$ cat src/rtl/hub75_pkg.sv
// rtl/hub75_pkg.sv - shared types and default geometry for the HUB75 receiver
//
// Purpose : common localparams and typedefs used by hub75_rx and its sub-module.
// Contents: default panel geometry, ADDR_W / PLANE_W widths, rgb_t / row_t types,
//           collect-FSM state encoding.
package hub75_pkg;

    localparam int NUM_COLS_DEF  = 64;
    localparam int SCAN_RATE_DEF = 32;
    localparam int RGB_RES_DEF   = 9;

    localparam int ADDR_W  = $clog2(SCAN_RATE_DEF);
    localparam int PLANE_W = $clog2(RGB_RES_DEF);

    typedef logic [2:0] rgb_t;
    typedef rgb_t [NUM_COLS_DEF-1:0] row_t;

    typedef enum logic [1:0] {
        ST_IDLE  = 2'd0,
        ST_SHIFT = 2'd1,
        ST_FULL  = 2'd2
    } col_state_e;

endpackage

$ cat src/rtl/hub75_edge_detect.sv
// rtl/hub75_edge_detect.sv - registered rising-edge detector for one panel pin
//
// Purpose : holds the previous-cycle value of a synchronous pin and flags 0->1.
// Ports   : clk_in  - system clock
//           rst_in  - asynchronous active-low reset
//           sig_i   - pin value (already synchronous to clk_in)
//           rise_o  - one-cycle pulse when sig_i=1 and previous value was 0
module hub75_edge_detect (
    input  logic clk_in,
    input  logic rst_in,
    input  logic sig_i,
    output logic rise_o
);

    logic sig_q;

    always_ff @(posedge clk_in or negedge rst_in) begin
        if (!rst_in) begin
            sig_q <= 1'b0;
        end else begin
            sig_q <= sig_i;
        end
    end

    assign rise_o = sig_i & ~sig_q;

endmodule

$ cat src/rtl/hub75_rx.sv
// rtl/hub75_rx.sv - HUB75 panel-side receiver: deserializes latched rows onto a valid/ready stream
//
// Purpose : samples the panel pins, rebuilds each latched row (upper/lower halves),
//           tags it with scan address and bit-plane index, and holds it in a
//           one-entry output buffer.
// Ports   : clk_in, rst_in (async active-low)
//           hub75_clk, hub75_rgb0, hub75_rgb1, hub75_latch, hub75_OE, hub75_addr - panel pins
//           m_rgb0, m_rgb1, m_addr, m_plane, m_valid, m_ready, m_last       - row stream
//           err_short, err_long, err_overrun (sticky), clr_err              - error status
//           m_oe_cycles (only with HUB75_RX_OE_MEAS_EN) - OE-low cycles of the previous row
// Options : HUB75_RX_OE_MEAS_EN adds the output-enable on-time counter.
module hub75_rx
    import hub75_pkg::*;
#(
    parameter int NUM_COLS  = NUM_COLS_DEF,
    parameter int SCAN_RATE = SCAN_RATE_DEF,
    parameter int RGB_RES   = RGB_RES_DEF
) (
    input  logic                          clk_in,
    input  logic                          rst_in,
    input  logic                          hub75_clk,
    input  logic [2:0]                    hub75_rgb0,
    input  logic [2:0]                    hub75_rgb1,
    input  logic                          hub75_latch,
    input  logic                          hub75_OE,
    input  logic [$clog2(SCAN_RATE)-1:0]  hub75_addr,
    output logic [NUM_COLS*3-1:0]         m_rgb0,
    output logic [NUM_COLS*3-1:0]         m_rgb1,
    output logic [$clog2(SCAN_RATE)-1:0]  m_addr,
    output logic [$clog2(RGB_RES)-1:0]    m_plane,
    output logic                          m_valid,
    input  logic                          m_ready,
    output logic                          m_last,
`ifdef HUB75_RX_OE_MEAS_EN
    output logic [15:0]                   m_oe_cycles,
`endif
    output logic                          err_short,
    output logic                          err_long,
    output logic                          err_overrun,
    input  logic                          clr_err
);

    localparam int AW  = $clog2(SCAN_RATE);
    localparam int PW  = $clog2(RGB_RES);
    localparam int CW  = $clog2(NUM_COLS + 1);
    localparam int CIW = $clog2(NUM_COLS);

    typedef rgb_t [NUM_COLS-1:0] line_t;

    logic shift_p;
    logic commit_p;

    hub75_edge_detect u_clk_edge (
        .clk_in (clk_in),
        .rst_in (rst_in),
        .sig_i  (hub75_clk),
        .rise_o (shift_p)
    );

    hub75_edge_detect u_latch_edge (
        .clk_in (clk_in),
        .rst_in (rst_in),
        .sig_i  (hub75_latch),
        .rise_o (commit_p)
    );

    col_state_e    state_q, state_d;
    logic [CW-1:0] pix_q, pix_d;
    line_t         sh0_q, sh0_d, sh1_q, sh1_d;
    logic [AW-1:0] prev_addr_q, prev_addr_d;
    logic [PW-1:0] plane_q, plane_d;
    logic          seen_q, seen_d;

    line_t         buf0_q, buf0_d, buf1_q, buf1_d;
    logic [AW-1:0] baddr_q, baddr_d;
    logic [PW-1:0] bplane_q, bplane_d;
    logic          bvalid_q, bvalid_d;
    logic          blast_q, blast_d;

    logic          err_short_q, err_short_d;
    logic          err_long_q, err_long_d;
    logic          err_over_q, err_over_d;

    logic          set_short, set_long, set_over;
    logic          load;
    logic [CIW-1:0] col_idx;
    line_t         row0, row1;

    assign col_idx = pix_q[CIW-1:0];

    always_comb begin
        state_d     = state_q;
        pix_d       = pix_q;
        sh0_d       = sh0_q;
        sh1_d       = sh1_q;
        prev_addr_d = prev_addr_q;
        plane_d     = plane_q;
        seen_d      = seen_q;
        buf0_d      = buf0_q;
        buf1_d      = buf1_q;
        baddr_d     = baddr_q;
        bplane_d    = bplane_q;
        bvalid_d    = bvalid_q;
        blast_d     = blast_q;
        set_short   = 1'b0;
        set_long    = 1'b0;
        set_over    = 1'b0;
        load        = 1'b0;
        row0        = '0;
        row1        = '0;

        // Shift is applied before a coincident commit so the last column is kept.
        if (shift_p) begin
            case (state_q)
                ST_IDLE, ST_SHIFT: begin
                    sh0_d[col_idx] = hub75_rgb0;
                    sh1_d[col_idx] = hub75_rgb1;
                    pix_d          = pix_q + 1'b1;
                    state_d        = (pix_q == CW'(NUM_COLS - 1)) ? ST_FULL : ST_SHIFT;
                end
                ST_FULL: set_long = 1'b1;
                default: state_d = ST_IDLE;
            endcase
        end

        if (bvalid_q && m_ready) begin
            bvalid_d = 1'b0;
        end

        if (commit_p) begin
            row0      = sh0_d;
            row1      = sh1_d;
            set_short = (pix_d < CW'(NUM_COLS));
            pix_d     = '0;
            state_d   = ST_IDLE;
            // Cleared so a following short row reads zeros in unshifted columns.
            sh0_d     = '0;
            sh1_d     = '0;

            // Repeated address means the next bit plane of the same row.
            if (seen_q && (hub75_addr == prev_addr_q)) begin
                plane_d = (plane_q == PW'(RGB_RES - 1)) ? '0 : plane_q + 1'b1;
            end else begin
                plane_d = '0;
            end
            prev_addr_d = hub75_addr;
            seen_d      = 1'b1;

            if (!bvalid_q || m_ready) begin
                load     = 1'b1;
                buf0_d   = row0;
                buf1_d   = row1;
                baddr_d  = hub75_addr;
                bplane_d = plane_d;
                bvalid_d = 1'b1;
                blast_d  = (hub75_addr == AW'(SCAN_RATE - 1)) && (plane_d == PW'(RGB_RES - 1));
            end else begin
                set_over = 1'b1;
            end
        end

        err_short_d = set_short | (err_short_q & ~clr_err);
        err_long_d  = set_long  | (err_long_q  & ~clr_err);
        err_over_d  = set_over  | (err_over_q  & ~clr_err);
    end

    always_ff @(posedge clk_in or negedge rst_in) begin
        if (!rst_in) begin
            state_q     <= ST_IDLE;
            pix_q       <= '0;
            sh0_q       <= '0;
            sh1_q       <= '0;
            prev_addr_q <= '0;
            plane_q     <= '0;
            seen_q      <= 1'b0;
            buf0_q      <= '0;
            buf1_q      <= '0;
            baddr_q     <= '0;
            bplane_q    <= '0;
            bvalid_q    <= 1'b0;
            blast_q     <= 1'b0;
            err_short_q <= 1'b0;
            err_long_q  <= 1'b0;
            err_over_q  <= 1'b0;
        end else begin
            state_q     <= state_d;
            pix_q       <= pix_d;
            sh0_q       <= sh0_d;
            sh1_q       <= sh1_d;
            prev_addr_q <= prev_addr_d;
            plane_q     <= plane_d;
            seen_q      <= seen_d;
            buf0_q      <= buf0_d;
            buf1_q      <= buf1_d;
            baddr_q     <= baddr_d;
            bplane_q    <= bplane_d;
            bvalid_q    <= bvalid_d;
            blast_q     <= blast_d;
            err_short_q <= err_short_d;
            err_long_q  <= err_long_d;
            err_over_q  <= err_over_d;
        end
    end

`ifdef HUB75_RX_OE_MEAS_EN
    logic [15:0] oe_cnt_q, oe_cnt_d;
    logic [15:0] boe_q, boe_d;

    // The count seen at a commit is the on-time of the row displayed before it.
    always_comb begin
        oe_cnt_d = oe_cnt_q;
        boe_d    = boe_q;
        if (commit_p) begin
            oe_cnt_d = '0;
        end else if (!hub75_OE && (oe_cnt_q != 16'hFFFF)) begin
            oe_cnt_d = oe_cnt_q + 16'd1;
        end
        if (load) begin
            boe_d = oe_cnt_q;
        end
    end

    always_ff @(posedge clk_in or negedge rst_in) begin
        if (!rst_in) begin
            oe_cnt_q <= '0;
            boe_q    <= '0;
        end else begin
            oe_cnt_q <= oe_cnt_d;
            boe_q    <= boe_d;
        end
    end

    assign m_oe_cycles = boe_q;
`else
    logic unused_oe;
    assign unused_oe = hub75_OE ^ load;
`endif

    assign m_rgb0      = buf0_q;
    assign m_rgb1      = buf1_q;
    assign m_addr      = baddr_q;
    assign m_plane     = bplane_q;
    assign m_valid     = bvalid_q;
    assign m_last      = bvalid_q & blast_q;
    assign err_short   = err_short_q;
    assign err_long    = err_long_q;
    assign err_overrun = err_over_q;

endmodule

$ cat config.mk
export PLATFORM = sky130hd
export DESIGN_NAME = hub75_rx
export DESIGN_NICKNAME = d
export VERILOG_FILES = /design/src/rtl/hub75_pkg.sv /design/src/rtl/hub75_edge_detect.sv /design/src/rtl/hub75_rx.sv
export SDC_FILE = /design/constraint.sdc
export NUM_CORES = 1
export LEC_CHECK = 0
export ABC_CLOCK_PERIOD_IN_PS = 1550
export CAP_MARGIN = 20
export CORE_MARGIN = 2
export CORE_UTILIZATION = 51
export CTS_BUF_LIST = sky130_fd_sc_hd__clkbuf_8
export CTS_CLUSTER_SIZE = 25
export DETAILED_ROUTE_END_ITERATION = 10
export PLACE_DENSITY = 0.82
export SKIP_CTS_REPAIR_TIMING = 1
export SLEW_MARGIN = 5
export SYNTH_ARGS = -nofsm -noshare
export SYNTH_HDL_FRONTEND = slang
export SYNTH_SLANG_ARGS = --single-unit
$ cat constraint.sdc
create_clock -name clk_in -period 1.55 [get_ports clk_in]
set_input_delay 0.2325 -clock clk_in [delete_from_list [all_inputs] [get_ports clk_in]]
set_output_delay 0.2325 -clock clk_in [all_outputs]
set_load 0.05 [all_outputs]
==> metrics, run 1 <==
outcome=complete, but fails checks; failing checks=setup timing; Routed WL=102000 µm; Layout area overhead=40.9%; Place WS=-0.733 ns; DR WL met2=50100 µm; critical path required time=2.19 ns; Die Y=249 µm; CTS sink cnt=803; RSZ-0062 raised after global routing=yes; Min Clock Period, post-route=1.91 ns; DR iter-0 viols=2481; All-Layer GR Usage=30.7%; I/O Pins=416; Max IR drop VDD=926 µV; Bufs on Longest Clock Path=3; top cells by area, synth=dfrtp_1 (66%), nor2_1 (9.5%), a22oi_1 (9.3%); via count=25772; Fin Hold WS=0.0190 ns; CP startpoint=u_clk_edge.sig_q; area fraction of the dominant cell type after synthesis=65.7%; Fin Setup TNS=-176.67 ns; Final period util=123%; H-tree levels=3; die area=0.0619 mm²; Nets=3475; placed insts=4042; Highest Clock Rate=525 MHz; Yosys warnings=0; CP endpoint kind=register; vias in the first global route=25740; Sequential Area=0.0201 mm²; Relative slew margins=60.5%; slew at the pin closest to its max-slew limit=0.593 ns; max capacitance violation total=0; Worst Slack Setup Final=-0.356 ns; top-count cell post-synth=dfrtp_1; count of final hold-check violations=0; RePlAce Congestion=0.893; Primary FF master, synth=dfrtp_1; skew final=0.0360 ns; highest routing layer actually used=met5; remaining antenna violation count=0; Critical Path AT=2.55 ns; power density over the cells=1320 mW/mm²; # fillers=3685; core area=0.0591 mm²; critical path class=reg2reg; Cell variety after synth=39; Placed Area=0.0386 mm²; Core Util, Final=72.9%; DR vias/cell=5.95; FF+latch count, synth=803; Rows=89; share of cells above drive strength 1=38.3%; synth cell count leaders=dfrtp_1 (803), nor2_1 (773), a21oi_1 (389); Post-synth EDFFs=0; Leak=19.6 nW; met3 wire length=8850 µm; worst skew pair latency=0.76 ns; FF-to-FF Start=u_clk_edge.sig_q; clk root buf=clkbuf_8; Synth Instances=2845; CTS Buf Count=120; max-slew violations=0; Seq/Total Area, Yosys=65.7%; DRT Pass-1 Iters=5; hold crit path type=in2async; overall die width=249 µm; final number of setup-violating endpoints=1069; detailed placement HPWL=65700 µm; Mapped Nets=2866; clock-pin slew on the worst setup and hold paths=0.07 ns; startpoint types=register; Non-Filler Instances=4330; met1 WL=39100 µm; Yosys top cell by area=dfrtp_1; initial antenna violation count=3; footprint of the multi-input gates=0.0116 mm²; Wirelength per Cell=23.6 µm; Avg Synthesized Cell Area=10.7 µm²; fin area=0.0431 mm²; Post-Syn Area=0.0306 mm²; Total Power=57.0 mW; Synth async-reset ratio=100%; Initial Utilization=51.7%; number of remaining DRC errors=0; PortBufs=414; critical path fanouts, max=12; global route overflow=0; largest net degree at the start of global routing=90; first-pass GRT wire length=148000 µm; TritonCTS clock tree=yes
[critical path, stage by stage (launching register included)]
cell and delay (ns):
dfrtp_2 0.47, nor4b_4 0.30, buf_4 0.17, buf_12 0.12, and2_4 0.21, buf_12 0.20, a22oi_2 0.11, a21oi_1 0.22
[flip-flops by register name, summed over array words and instances (netlist names), 5 cells and up]
signal	flops
m_rgb1	192
m_addr	5
sh0_q	192
sh1_q	192
pix_q	7
prev_addr_q	5
m_rgb0	192
[report_power, final]
| part | leakage, nW | switching (mW) | internal (mW) | total (mW) |
|---|---|---|---|---|
| combinational | 7.67 | 9.71 | 4.40 | 14.1 |
| clock | 1.51 | 8.43 | 10.3 | 18.8 |
| sequential | 10.4 | 1.49 | 22.7 | 24.2 |
| total | 19.6 | 19.6 | 37.4 | 57.0 |
[final timing paths]
| path | end | slack [ns] | depth (start not counted) |
|---|---|---|---|
| worst max-delay path | m_rgb0[101] | -0.36 | 7 |
| worst min-delay path | m_rgb0[128] | 0.02 | 2 |
| worst max register to register | m_rgb0[101] | -0.36 | 7 |
| worst min register to register | seen_q | 0.48 | 1 |
| max in group asynchronous | m_rgb1[160] | 0.71 | 4 |
| min in group clk_in | u_latch_edge.sig_q | 0.02 | 1 |
[placed cells by master (no fill, tap or decap), types with 3 or more instances in the layout]
cell type / n
and2_2: 7
o22ai_1: 4
nand3_1: 6
clkinv_2: 18
and2_1: 27
clkbuf_16: 12
buf_4: 530
buf_6: 35
and2_4: 25
and3b_2: 3
clkdlybuf4s50_1: 15
nand3_2: 10
buf_12: 140
ha_1: 3
a21oi_1: 350
inv_1: 39
nor3b_4: 3
dfrtp_2: 6
nor4_1: 3
xnor2_1: 6
clkbuf_8: 162
buf_8: 4
o21ai_0: 3
a21oi_2: 39
nand3_4: 52
bufinv_16: 6
a22oi_2: 292
nand2b_1: 6
nor2_1: 773
a22oi_1: 92
nand2_1: 50
dfrtp_1: 797
o31ai_1: 5
xor2_1: 5
[kinds of logic (layout without fill, tap and decap cells)]
kind of cell / Yosys count / after routing / share of synthesized area, %
flip-flops: 803 / 803 / 65.7
AND/OR/NAND/NOR: 982 / 982 / 13.7
adder cells (fa/ha/maj): 3 / 3 / 0.123
multiplexers: 1 / 1 / 0.0327
buffers and inverters: 257 / 967 / 3.95
other: 0 / 2 / 0
XOR/XNOR: 12 / 12 / 0.344
AO/OA/AOI/OAI: 787 / 787 / 16.2
[per-layer routing]
layer | vias to the layer above | GRT usage, %
li1 | 11020 | -
met1 | 13117 | 39.4
met2 | 1376 | 50.6
met3 | 257 | 6.47
met4 | 2 | 13.7
met5 | - | 0
[final cells by class]
type                    instances  area share [%]
diodes                          2          0.0116
clock buffers                 162            5.18
clock inverters                61            1.03
inverters                       7          0.0610
multi-input cells            1785            27.0
flip-flops and latches        803            46.7
well taps                     773            2.25
repair buffers                737            17.9
Power figures use the tool's default switching activity.
==> inputs of run 2 (changes only) <==
SLEW_MARGIN = unset   (was 5)
==> results of run 2 <==
Final layout, timing and power as in run 1 (identical DEF).
==> inputs of run 3 (changes only) <==
ABC_CLOCK_PERIOD_IN_PS = 2400   (was 1550)
CORE_UTILIZATION = 55   (was 51)
PLACE_DENSITY = 0.84   (was 0.82)
clock period = 2.4 ns   (was 1.55 ns; I/O delays follow)
==> metrics, run 3 (synthesis gave the netlist of run 1 again) <==
outcome=completed (was complete, but fails checks); flop-to-flop setup slack=0.12 ns (was -0.36 ns); worst skew pair latency=0.76 ns (about the same); Critical Path AT=2.02 ns (was 2.55 ns); Leak=17.4 nW (was 19.6 nW); Place WS=-0.105 ns (was -0.733 ns); Buf/Inv on CP=1 (was 3); Worst R2R Path Depth=6 (was 7); Bufs on Longest Clock Path=3 (unchanged); CP startpoint=m_rgb1[166] (was u_clk_edge.sig_q); Core Util, Final=69.8% (was 72.9%); FF-to-FF Start=state_q[1] (was u_clk_edge.sig_q); initial antenna violation count=6 (was 3); CTS Buf Count=116 (was 120); commonest non-fill, non-tap cells in the layout=dfrtp_1 (803), nor2_1 (773), clkdlybuf4s50_1 (402) (was dfrtp_1 (797), nor2_1 (773), buf_4 (530)); via count=24752 (was 25772); Final period util=99.3%; RePlAce Congestion=0.857 (was 0.893); Highest Clock Rate=419 MHz; placed insts=3876 (was 4042); All-Layer GR Usage=32.1% (was 30.7%); family with the most delay on the worst path=buffers and inverters (was simple AND/OR/NAND/NOR gates); critical path required time=2.04 ns (was 2.19 ns); max capacitance violation total=0 (unchanged); Initial Utilization=55.6% (was 51.7%); R2R Path End=m_rgb0[41] (was m_rgb0[101]); DR iter-0 viols=3191 (was 2481); clock-pin slew on the worst setup and hold paths=0.07 ns (about the same); slowest cell on the critical path=clkdlybuf4s50_1 (was dfrtp_2); global route overflow=0 (unchanged); clk root buf=clkbuf_8 (unchanged); Worst Slack Setup Final=0.0158 ns (was -0.356 ns); CP cell instances=clkdlybuf4s50_1 (was nor4b_4, buf_4, buf_12, and2_4, buf_12, a22oi_2, a21oi_1); most common cell after layout, fill and taps aside=dfrtp_1 (unchanged); overall die width=240 µm (was 249 µm); remaining antenna violation count=0 (unchanged); Setup crit end=m_rgb1[166] (was m_rgb0[101]); max-slew violations=0 (unchanged); final number of setup-violating endpoints=0 (was 1069); Worst path depth=1 (was 7); CTS sink cnt=803 (unchanged); power density over the cells=919 mW/mm² (was 1320 mW/mm²); Layout area overhead=25.6% (was 40.9%); share of cells above drive strength 1=9.87% (was 38.3%); largest net degree at the start of global routing=134 (was 90); DR vias/cell=6.05 (was 5.95); count of final hold-check violations=0 (unchanged); die area=0.0575 mm² (was 0.0619 mm²); Max IR drop VDD=626 µV (was 926 µV); Routed WL=92400 µm (was 102000 µm); CP endpoint kind=primary output (was register); critical path class=reg2out (was reg2reg); number of remaining DRC errors=0 (unchanged); skew final=0.0413 ns (was 0.0360 ns); Rows=86 (was 89); Min Clock Period, post-route=2.38 ns; I/O Pins=416 (unchanged); Nets=3268 (was 3475); Total Power=35.3 mW (was 57.0 mW); vias in the first global route=24889 (was 25740); Wirelength per Cell=22.6 µm (was 23.6 µm); TritonCTS clock tree=yes (unchanged); Die Y=240 µm (was 249 µm); core area=0.0550 mm² (was 0.0591 mm²); Relative slew margins=53.4% (was 60.5%); hold crit path type=in2reg (was in2async); slew at the pin closest to its max-slew limit=0.699 ns (was 0.593 ns); Fin Hold WS=0.181 ns (was 0.0190 ns); critical path fanouts, max=2 (was 12); DRT Pass-1 Iters=9 (was 5); CP peak stage delay=0.86 ns (was 0.47 ns); PortBufs=414 (unchanged); startpoint types=register (unchanged); Non-Filler Instances=4093 (was 4330); H-tree levels=3 (unchanged); detailed placement HPWL=60500 µm (was 65700 µm); first-pass GRT wire length=141000 µm (was 148000 µm)
==> run 3: cell count changes in the layout (fill, tap and decap cells not counted), sizes merged <==
cell,before,now
buf,709,122
clkinvlp,2,5
clkbuf,174,149
bufinv,6,4
inv,41,46
diode,2,3
clkinv,19,16
clkdlybuf4s50,15,402
dlymetal6s2s,0,9
==> run 3: layout make-up <==
type / instances / area [µm²]
flip-flops and latches: 803 / 20100
fillers: 3588 / 16600
multi-input cells: 1785 / 9330
repair buffers: 534 / 5560
clock buffers: 149 / 2050
well taps: 748 / 936
clock inverters: 64 / 394
inverters: 7 / 26.3
diodes: 3 / 7.51
==> run 3: layer usage <==
layer	routed length, µm	vias to the layer above	track usage, %
met2	43500	1501	49.6
met4	4310	4	16.3
met5	27	-	0
met1	35600	12432	43.1
met3	8860	254	7.44
li1	-	10561	-
==> run 3: stage by stage <==
stage / TNS (ns) / area (µm²)
finish: 0 / 38400
global route: -0.00447 / 38400
CTS: -0.122 / 38400
detailed placement: -1.70 / 35900
global placement: 0 / 35900
floorplan: 0 / 30600
==> run 3: worst min-delay path by stage <==
stage,start,endpoint,slack [ns],cells after the start
global placement,rst_in,sh0_q[76],0.40,1
detailed placement,rst_in,m_rgb0[73],0.40,1
CTS,rst_in,m_rgb0[73],-0.40,1
floorplan,rst_in,blast_q,0.06,0
global route,hub75_latch,u_latch_edge.sig_q,0.16,1
finish,hub75_latch,u_latch_edge.sig_q,0.18,1
==> run 3: where the power goes <==
part,switching [mW],internal (mW),leakage [nW]
clock network,5.26,6.00,1.40
logic,5.97,2.55,5.63
registers,0.850,14.7,10.4
